$ cat src/rtl/md_pkg.sv
// Shared definitions for the sequential multiply/divide unit.
package md_pkg;

    // Operation select encoding on the op input.
    localparam logic MD_MULT = 1'b0;
    localparam logic MD_DIV  = 1'b1;

    // Controller states.
    typedef enum logic [1:0] {
        IDLE = 2'd0,
        RUN  = 2'd1,
        FIX  = 2'd2
    } md_state_e;

endpackage

$ cat src/rtl/md_sign_fix.sv
// Conditional two's-complement negate. With neg tied to an operand's sign bit
// it yields the magnitude; with neg set to the result sign it restores the sign.
module md_sign_fix #(
    parameter int W = 32
) (
    input  logic [W-1:0] val,
    input  logic         neg,
    output logic [W-1:0] res
);

    // Negate when requested, otherwise pass through unchanged.
    always_comb res = neg ? (~val + W'(1)) : val;

endmodule

$ cat src/rtl/mult_div_seq.sv
// Sequential multiply/divide unit: shift-add multiply and restoring divide,
// one bit per clock, with start/busy/done handshake, abort and div-by-zero flag.
module mult_div_seq
    import md_pkg::*;
#(
    parameter int WIDTH = 32
) (
    input  logic             clk,
    input  logic             reset,
    input  logic             start,
    input  logic             op,
    input  logic             is_signed,
    input  logic             abort,
    input  logic [WIDTH-1:0] a,
    input  logic [WIDTH-1:0] b,
    output logic             busy,
    output logic             done,
    output logic             div_zero,
    output logic [WIDTH-1:0] hi,
    output logic [WIDTH-1:0] lo
);

    localparam int CNT_W = $clog2(WIDTH + 1);

    md_state_e        state;
    logic [CNT_W-1:0] cnt;
    // acc: upper product half / partial remainder; q: lower product half / quotient
    logic [WIDTH-1:0] acc;
    logic [WIDTH-1:0] q;
    // m: multiplicand magnitude (mult) or divisor magnitude (div)
    logic [WIDTH-1:0] m;
    logic             op_r;
    logic             neg_q;   // negate product / quotient at FIX
    logic             neg_r;   // negate remainder at FIX

    logic [WIDTH-1:0]   a_mag, b_mag;
    logic [2*WIDTH-1:0] prod_fix;
    logic [WIDTH-1:0]   quo_fix, rem_fix;

    logic [WIDTH:0]   mul_sum;
    logic [WIDTH:0]   div_shift;
    logic             div_ge;
    logic [WIDTH-1:0] div_diff;

    logic sgn_a, sgn_b;
    assign sgn_a = is_signed & a[WIDTH-1];
    assign sgn_b = is_signed & b[WIDTH-1];

    md_sign_fix #(.W(WIDTH))   u_mag_a   (.val(a),        .neg(sgn_a), .res(a_mag));
    md_sign_fix #(.W(WIDTH))   u_mag_b   (.val(b),        .neg(sgn_b), .res(b_mag));
    md_sign_fix #(.W(2*WIDTH)) u_fix_prd (.val({acc, q}), .neg(neg_q), .res(prod_fix));
    md_sign_fix #(.W(WIDTH))   u_fix_quo (.val(q),        .neg(neg_q), .res(quo_fix));
    md_sign_fix #(.W(WIDTH))   u_fix_rem (.val(acc),      .neg(neg_r), .res(rem_fix));

    // One iteration of shift-add multiply and of restoring divide.
    always_comb begin
        mul_sum   = q[0] ? ({1'b0, acc} + {1'b0, m}) : {1'b0, acc};
        div_shift = {acc, q[WIDTH-1]};
        div_ge    = (div_shift >= {1'b0, m});
        // The true difference is below m whenever it is used, so WIDTH bits suffice.
        div_diff  = div_shift[WIDTH-1:0] - m;
    end

    // Controller, iteration datapath and registered result/handshake outputs.
    always_ff @(posedge clk or negedge reset) begin
        if (!reset) begin
            state    <= IDLE;
            cnt      <= '0;
            acc      <= '0;
            q        <= '0;
            m        <= '0;
            op_r     <= MD_MULT;
            neg_q    <= 1'b0;
            neg_r    <= 1'b0;
            busy     <= 1'b0;
            done     <= 1'b0;
            div_zero <= 1'b0;
            hi       <= '0;
            lo       <= '0;
        end else begin
            done <= 1'b0;
            case (state)
                IDLE: begin
                    if (start && !abort) begin
                        op_r     <= op;
                        cnt      <= CNT_W'(WIDTH);
                        acc      <= '0;
                        busy     <= 1'b1;
                        neg_q    <= sgn_a ^ sgn_b;
                        div_zero <= (op == MD_DIV) && (b == '0);
                        if (op == MD_DIV) begin
                            q     <= a_mag;
                            m     <= b_mag;
                            neg_r <= sgn_a;
                            state <= (b == '0) ? FIX : RUN;
                        end else begin
                            q     <= b_mag;
                            m     <= a_mag;
                            neg_r <= 1'b0;
                            state <= RUN;
                        end
                    end
                end
                RUN: begin
                    if (abort) begin
                        busy  <= 1'b0;
                        state <= IDLE;
                    end else begin
                        if (op_r == MD_DIV) begin
                            acc <= div_ge ? div_diff : div_shift[WIDTH-1:0];
                            q   <= {q[WIDTH-2:0], div_ge};
                        end else begin
                            acc <= mul_sum[WIDTH:1];
                            q   <= {mul_sum[0], q[WIDTH-1:1]};
                        end
                        cnt <= cnt - CNT_W'(1);
                        if (cnt == CNT_W'(1)) state <= FIX;
                    end
                end
                FIX: begin
                    busy  <= 1'b0;
                    state <= IDLE;
                    if (!abort) begin
                        done <= 1'b1;
                        if (!div_zero) begin
                            if (op_r == MD_MULT) begin
                                {hi, lo} <= prod_fix;
                            end else begin
                                lo <= quo_fix;
                                hi <= rem_fix;
                            end
                        end
                    end
                end
                default: begin
                    busy  <= 1'b0;
                    state <= IDLE;
                end
            endcase
        end
    end

endmodule

$ cat config.mk
export PLATFORM = sky130hd
export DESIGN_NAME = mult_div_seq
export DESIGN_NICKNAME = d
export VERILOG_FILES = /design/src/rtl/md_pkg.sv /design/src/rtl/md_sign_fix.sv /design/src/rtl/mult_div_seq.sv
export SDC_FILE = /design/constraint.sdc
export NUM_CORES = 1
export LEC_CHECK = 0
export ABC_AREA = 0
export CAP_MARGIN = 40
export CORE_MARGIN = 4
export CORE_UTILIZATION = 60
export CTS_CLUSTER_SIZE = 28
export DETAILED_ROUTE_END_ITERATION = 12
export GPL_TIMING_DRIVEN = 0
export PLACE_DENSITY_LB_ADDON = 0.15
export SYNTH_ARGS = -nofsm -noshare
export SYNTH_HDL_FRONTEND = slang
export SYNTH_SLANG_ARGS = --single-unit
$ cat constraint.sdc
create_clock -name clk -period 7.1 [get_ports clk]
set_input_delay 1.775 -clock clk [delete_from_list [all_inputs] [get_ports clk]]
set_output_delay 1.775 -clock clk [all_outputs]
set_load 0.005 [all_outputs]
==> metrics.md, run 1 <==
| Metric | Value |
|---|---|
| Overall Power | `0.00689 W` |
| Remaining Overflow, GRT | `0` |
| Synth Cell Area | `0.0147 mm2` |
| Row count | `56` |
| Fin nets | `between 2k and 2.5k` |
| Placer Congestion | `1.03` |
| CP Launch Type | `input port` |
| Fin crit period | `4.93 ns` |
| Mean post-synth cell area | `just under 8 um2` |
| Mapped Nets | `2017` |
| Crit-path max FO | `5` |
| ANT cells | `0` |
| Commonest cells in the netlist | `237 x nand2_1, 190 x o21ai_0, 180 x a21oi_1` |
| Core Box Area | `approximately 0.024 mm2` |
| Period utilization | `0.694` |
| Die W | `164 um` |
| Via count of the first global-routing pass | `around 15k` |
| Post-Synthesis Cells | `1875` |
| Post-layout util | `0.721` |
| Clock slew at reported path FFs | `around 0.090 ns` |
| Slew Viols, Final | `0` |
| FILL cells | `a little under 2k` |
| Post-DP HPWL | `41600 um` |
| CTS buffer count | `17` |
| Worst skew pair latency | `0.45 ns` |
| Yosys reg bits | `174` |
| Slew @ Worst Pin | `0.951 ns` |
| Synth area leaders | `dfrtp_1 30%, o21ai_0 6.5%, a21oi_1 6.1%` |
| Endpoints failing setup | `0` |
| GRT Total Usage | `0.391` |
| Status | `complete, no violations` |
| Worst setup EP type | `flip-flop` |
| Pleak | `between 7 and 8 nW` |
| WP data required | `about 7.4 ns` |
| Post-Layout Cell Count | `2365` |
| # DRC | `0` |
| Slew Limit Headroom | `0.366` |
| Count leader, synth | `nand2_1` |
| Fmax | `roughly 0.2 GHz` |
| Largest family of logic cells by synthesized area | `compound AO/OA/AOI/OAI gates` |
| Antenna violation net count after detailed routing | `0` |
| Fraction of final layout cells sized beyond drive strength 1 | `0.0313` |
| Synth Area in XOR/XNOR | `0.105` |
| Final Hold Fails | `0` |
| H-tree levels | `4` |
| Post-CTS Setup Bufs | `0` |
| Initial Utilization | `0.617` |
| Hold buffer count at cts | `0` |
| Simple-gate area share of the yosys netlist | `0.190` |
| Count of cell types in the netlist | `71` |
| IO Count | `137` |
| Vias per cell | `6.65` |
| Unrepaired setup endpoints after global routing | `no` |
| Yosys top cell area share | `0.297` |
| Data arrival at the endpoint of the critical path | `5.22 ns` |
| First-pass GRT wire length | `81600 um` |
| Post-synthesis mux area share | `0.0465` |
| Maximum number of pins on one net before global-route repair | `127` |
| Adder-Cell Fraction of Synth Area | `0.0625` |
| Die Y | `164 um` |
| DRT iter0 DRCs | `2233` |
| Full die area | `0.0270 mm2` |
| Synth-to-Final Area Change | `16.8%` |
| Clock Root Buffer | `clkbuf_16` |
| CTS resizes | `0` |
| Pwr per Cell Area | `403 mW/mm2` |
| Number of enable flip-flop cells after synthesis | `0` |
| Clock sinks | `~170` |
| Vias | `15.7k` |
| I/O Buffers | `135` |
| Critical path class | `in2reg` |
| CTS tree | `built` |
| WL/cell | `22.7 um` |
| Total wire length | `53800 um` |
| DR pass1 iterations | `7` |
| Worst hold-check path type | `reg2reg` |
| Yosys top cell by area | `dfrtp_1` |
| Reported max-cap violation count | `0` |
| Main flop type after synthesis | `dfrtp_1` |
| Max VDD drop | `0.234 mV` |
| Hold Slack | `0.482 ns` |
| Placed insts | `approximately 2.3k` |
| Sum Neg Setup Slack | `0 ns` |
| Asr flop ratio synth | `1.00` |
| Compound-Gate Fraction of Synth Area | `0.252` |
| Sequential area share after synthesis | `0.297` |
| Longest Clk Path Bufs | `2` |
| Yosys warns | `0` |
| Initial antenna violation count | `0` |
| Final Skew | `0.0194 ns` |
## per-layer routing
metal | global-route usage | share of wire | vias to the layer above
met5 | 0 | 0 | -
met4 | 0.168 | 0.047 | 0
met3 | 0.103 | 0.14 | 189
met2 | 0.582 | 0.43 | 1145
met1 | 0.537 | 0.38 | 7308
li1 | - | - | 7077
## power breakdown
group / internal, W / switching (W) / total (W)
Combinational: 0.00161 / 0.00256 / 0.00417
Sequential: 0.00125 / 0.000447 / 0.00170
Clock: 0.000496 / 0.000528 / 0.00102
## flip-flops by register name (all words and copies together), names as in the netlist, 2 cells and up
| register | flops |
|---|---|
| q | 32 |
| lo | 32 |
| acc | 32 |
| cnt | 6 |
| state | 2 |
| hi | 32 |
| m | 32 |
## layout by cell type, fill, tap and decap left out, drive strengths merged, types with 7 or more instances in the layout
cell	count
nand2	237
o21ai	198
a21oi	180
dfrtp	174
nor2	141
clkdlybuf4s50	134
clkbuf	123
xnor2	91
xor2	85
inv	72
ha	70
mux2i	58
nor3	51
nand3	37
a21o	28
a31oi	25
o211ai	22
o31ai	22
nor4	19
or3	16
a221oi	16
nand4	15
and2	15
or4	15
buf	15
and3	12
a22o	12
nor2b	11
o221ai	11
nand2b	10
a211oi	10
o41ai	10
mux2	9
clkinv	9
o21bai	8
or2	7
o22a	7
o21a	7
## worst paths after layout
| kind | start | endpoint | slack [ns] | depth (start not counted) |
|---|---|---|---|---|
| worst min-delay path | lo[20]$_DFFE_PN0P_ | lo[20]$_DFFE_PN0P_ | 0.48 | 2 |
| min in group asynchronous | reset | hi[9]$_DFFE_PN0P_ | 1.22 | 1 |
| worst max register to register | acc[11]$_DFFE_PN0P_ | acc[28]$_DFFE_PN0P_ | 2.37 | 12 |
| worst min register to register | lo[20]$_DFFE_PN0P_ | lo[20]$_DFFE_PN0P_ | 0.48 | 2 |
| max in group asynchronous | reset | state[1]$_DFFE_PN0P_ | 4.89 | 2 |
| worst max-delay path | a[8] | m[29]$_DFFE_PN0P_ | 2.17 | 10 |
## stage by stage
stage               setup slack, ns  area (um2)
floorplan                      3.02       14700
global placement              -2.83       16400
detailed placement             1.84       16500
CTS                            2.29       17100
global route                   2.04       17100
finish                         2.17       17100
## worst max-delay path: stages
cell and delay [ns]:
clkdlybuf4s50_1 0.45, or4_1 0.60, nor4_1 0.45, nand3b_1 0.27
nor4_1 0.63, and2_1 0.25, a21oi_1 0.08, xor2_1 0.24
o211ai_1 0.31, o21ai_0 0.15
## final cells by class
class                           count  area (um2)  share of cell area
Buffer                            117         440              0.0257
Inverter                           66         248              0.0145
Sequential cell                   174        4350               0.254
Multi-Input combinational cell   1518        9620               0.562
Clock inverter                     15         220              0.0129
Tap cell                          319         399              0.0233
Clock buffer                       17         425              0.0249
Timing Repair Buffer              139        1410              0.0826
## cell families after synthesis
kind of cell / after synthesis
buffers and inverters: 183
AND/OR/NAND/NOR: 602
AO/OA/AOI/OAI: 601
adder cells (fa/ha/maj): 72
flip-flops: 174
multiplexers: 67
XOR/XNOR: 176
Power figures use the tool's default switching activity.
==> run 2: changes to the inputs <==
- CORE_UTILIZATION: 60 -> 54
- clock period: 7.1 -> 4 ns (I/O delays scaled with it)
==> metrics.md, run 2 (synthesized netlist as in run 1, its figures left out) <==
| Metric | Value |
|---|---|
| DR pass1 iterations | `5 (-2)` |
| First-pass GRT wire length | `84400 um (+3.4%)` |
| Die Y | `173 um (+5.1%)` |
| Post-CTS Setup Bufs | `0 (unchanged)` |
| ANT cells | `0 (unchanged)` |
| Clock Root Buffer | `clkbuf_16` |
| Final Hold Fails | `0 (unchanged)` |
| Placer Congestion | `1.01 (-2.6%)` |
| HP Start | `lo[12]$_DFFE_PN0P_` |
| Pleak | `7.17 nW (+0.26%)` |
| WL/cell | `23.0 um (+1.1%)` |
| Sum Neg Setup Slack | `0 ns (unchanged)` |
| Clock sinks | `174 (unchanged)` |
| Fin crit period | `around 3.8 ns` |
| Row count | `60 (+7.1%)` |
| Total wire length | `54900 um (+2.0%)` |
| Slew Limit Headroom | `0.359 (-0.00682)` |
| Slowest cell delay on critical path | `0.60 ns (-0.03 ns)` |
| Period utilization | `0.948` |
| Die W | `173 um (+5.1%)` |
| Unrepaired setup endpoints after global routing | `no` |
| H-tree levels | `4 (unchanged)` |
| RR Startpoint | `acc[14]$_DFFE_PN0P_` |
| Longest Clk Path Bufs | `2 (unchanged)` |
| CTS tree | `built` |
| Worst setup EP type | `flip-flop` |
| Slew @ Worst Pin | `0.956 ns (+0.00577 ns)` |
| Critical path's top delay family | `buffers and inverters` |
| FILL cells | `2376 (+23%)` |
| Bufs and invs on worst path | `3 (+2)` |
| R2r setup slk | `0.21 ns (-2.16 ns)` |
| Most frequent CP cell | `nor2_1` |
| DRT iter0 DRCs | `1855 (-17%)` |
| Post-DP HPWL | `43000 um (+3.3%)` |
| GRT Total Usage | `0.356 (-0.0353)` |
| Clock slew at reported path FFs | `0.10 ns (about the same)` |
| Slew Viols, Final | `0 (unchanged)` |
| Hold Slack | `0.482 ns (+0.000442 ns)` |
| WP data required | `4.27 ns (-3.12 ns)` |
| Overall Power | `0.0123 W (+78%)` |
| Synth-to-Final Area Change | `17.2%` |
| Endpoint, Worst Hold | `lo[12]$_DFFE_PN0P_` |
| Maximum number of pins on one net before global-route repair | `92 (-28%)` |
| Pwr per Cell Area | `716 mW/mm2 (+78%)` |
| Crit path from | `abort` |
| Initial Utilization | `0.547 (-0.0702)` |
| Multi-input logic area | `0.00965 mm2 (+0.30%)` |
| # DRC | `0 (unchanged)` |
| Fin nets | `2174 (-0.046%)` |
| Status | `complete, no violations` |
| Seq. cell area | `0.00435 mm2 (unchanged)` |
| Commonest non-fill, non-tap cell in the layout | `nand2_1` |
| Critical path class | `in2reg` |
| Final Skew | `0.0213 ns (+0.00188 ns)` |
| Fraction of final layout cells sized beyond drive strength 1 | `0.0352 (+0.00393)` |
| Cell Chain, Critical Path | `clkdlybuf4s50_1 -> nor2_1 -> nand2_1 -> nor2_1 -> nor2_1 -> clkbuf_1 -> clkbuf_1 -> nand2_1 -> o221ai_1` |
| Worst hold-check path type | `reg2reg` |
| Data arrival at the endpoint of the critical path | `4.07 ns (-1.15 ns)` |
| Reported max-cap violation count | `0 (unchanged)` |
| Worst skew pair latency | `0.45 ns (about the same)` |
| Fmax | `0.264 GHz` |
| Initial antenna violation count | `0 (unchanged)` |
| Core Box Area | `0.0268 mm2 (+13%)` |
| Vias per cell | `6.44 (-3.2%)` |
| Full die area | `0.0298 mm2 (+11%)` |
| CP Launch Type | `input port` |
| Remaining Overflow, GRT | `0 (unchanged)` |
| I/O Buffers | `135 (unchanged)` |
| Max VDD drop | `0.399 mV (+70%)` |
| Vias | `15.4k (-2.3%)` |
| Most frequent cells in the layout | `237 x nand2_1, 189 x o21ai_0, 180 x a21oi_1` |
| Via count of the first global-routing pass | `14.4k (-1.2%)` |
| Max stage delay cell, worst path | `clkdlybuf4s50_1` |
| Endpoints failing setup | `0 (unchanged)` |
| Antenna violation net count after detailed routing | `0 (unchanged)` |
| Worst Reg2Reg Path Length in Cells | `13 (+1)` |
| Worst R2R End | `acc[19]$_DFFE_PN0P_` |
| CTS buffer count | `17 (unchanged)` |
| IO Count | `137 (unchanged)` |
| Hold Path Depth | `2 (unchanged)` |
| Crit-path max FO | `10 (+5)` |
==> run 2: final cells by class <==
type                            instances  area share
Clock buffer                           17      0.0248
Timing Repair Buffer                  139      0.0821
Sequential cell                       174       0.253
Clock inverter                         15      0.0133
Inverter                               66      0.0144
Buffer                                116      0.0256
Multi-Input combinational cell       1518       0.561
Tap cell                              341      0.0248
==> run 2: worst max-delay path by stage <==
stage	end	slack, ns	depth (start not counted)
final	acc[8]$_DFFE_PN0P_	0.21	9
after global routing	acc[19]$_DFFE_PN0P_	0.01	13
after CTS	acc[19]$_DFFE_PN0P_	0.02	13
after detailed placement	q[29]$_DFFE_PN0P_	-0.51	10
after global placement	busy$_DFFE_PN0P_	-5.26	1
after floorplan	m[29]$_DFFE_PN0P_	0.70	9
==> run 2: worst min-delay path, stage by stage, from the launching register on <==
cell and delay (ns):
dfrtp_1 0.35, nand2_1 0.05, o21ai_0 0.06
==> run 2: per-layer routing <==
| layer | track usage | routed length, um | vias up |
|---|---|---|---|
| li1 | - | - | 7077 |
| met1 | 0.518 | 23700 | 7309 |
| met2 | 0.519 | 23100 | 857 |
| met3 | 0.0730 | 5730 | 114 |
| met4 | 0.141 | 2270 | 0 |
| met5 | 0 | 0 | - |
==> run 2: power by group <==
group	switching [W]	total [W]	internal [W]	leakage, nW
Combinational	0.00458	0.00744	0.00287	4.61
Clock	0.000959	0.00184	0.000884	0.312
Sequential	0.000787	0.00301	0.00222	2.25
==> run 2: per-stage QoR <==
step	setup WS (ns)	instances	cell area (um2)	utilization
after global placement	-5.26	2351	16400	0.613
final	0.209	2386	17200	0.641
after global routing	0.0138	2386	17200	0.641
after detailed placement	-0.514	2355	16500	0.616
after CTS	0.0229	2387	17200	0.640
after floorplan	0.698	1875	14700	-
==> run 2: what timing repair did <==
action | CTS | global route
endpoints found under the setup margin | 11 | 28
hold buffers | 0 | 0
gates resized for setup | 2 | 10
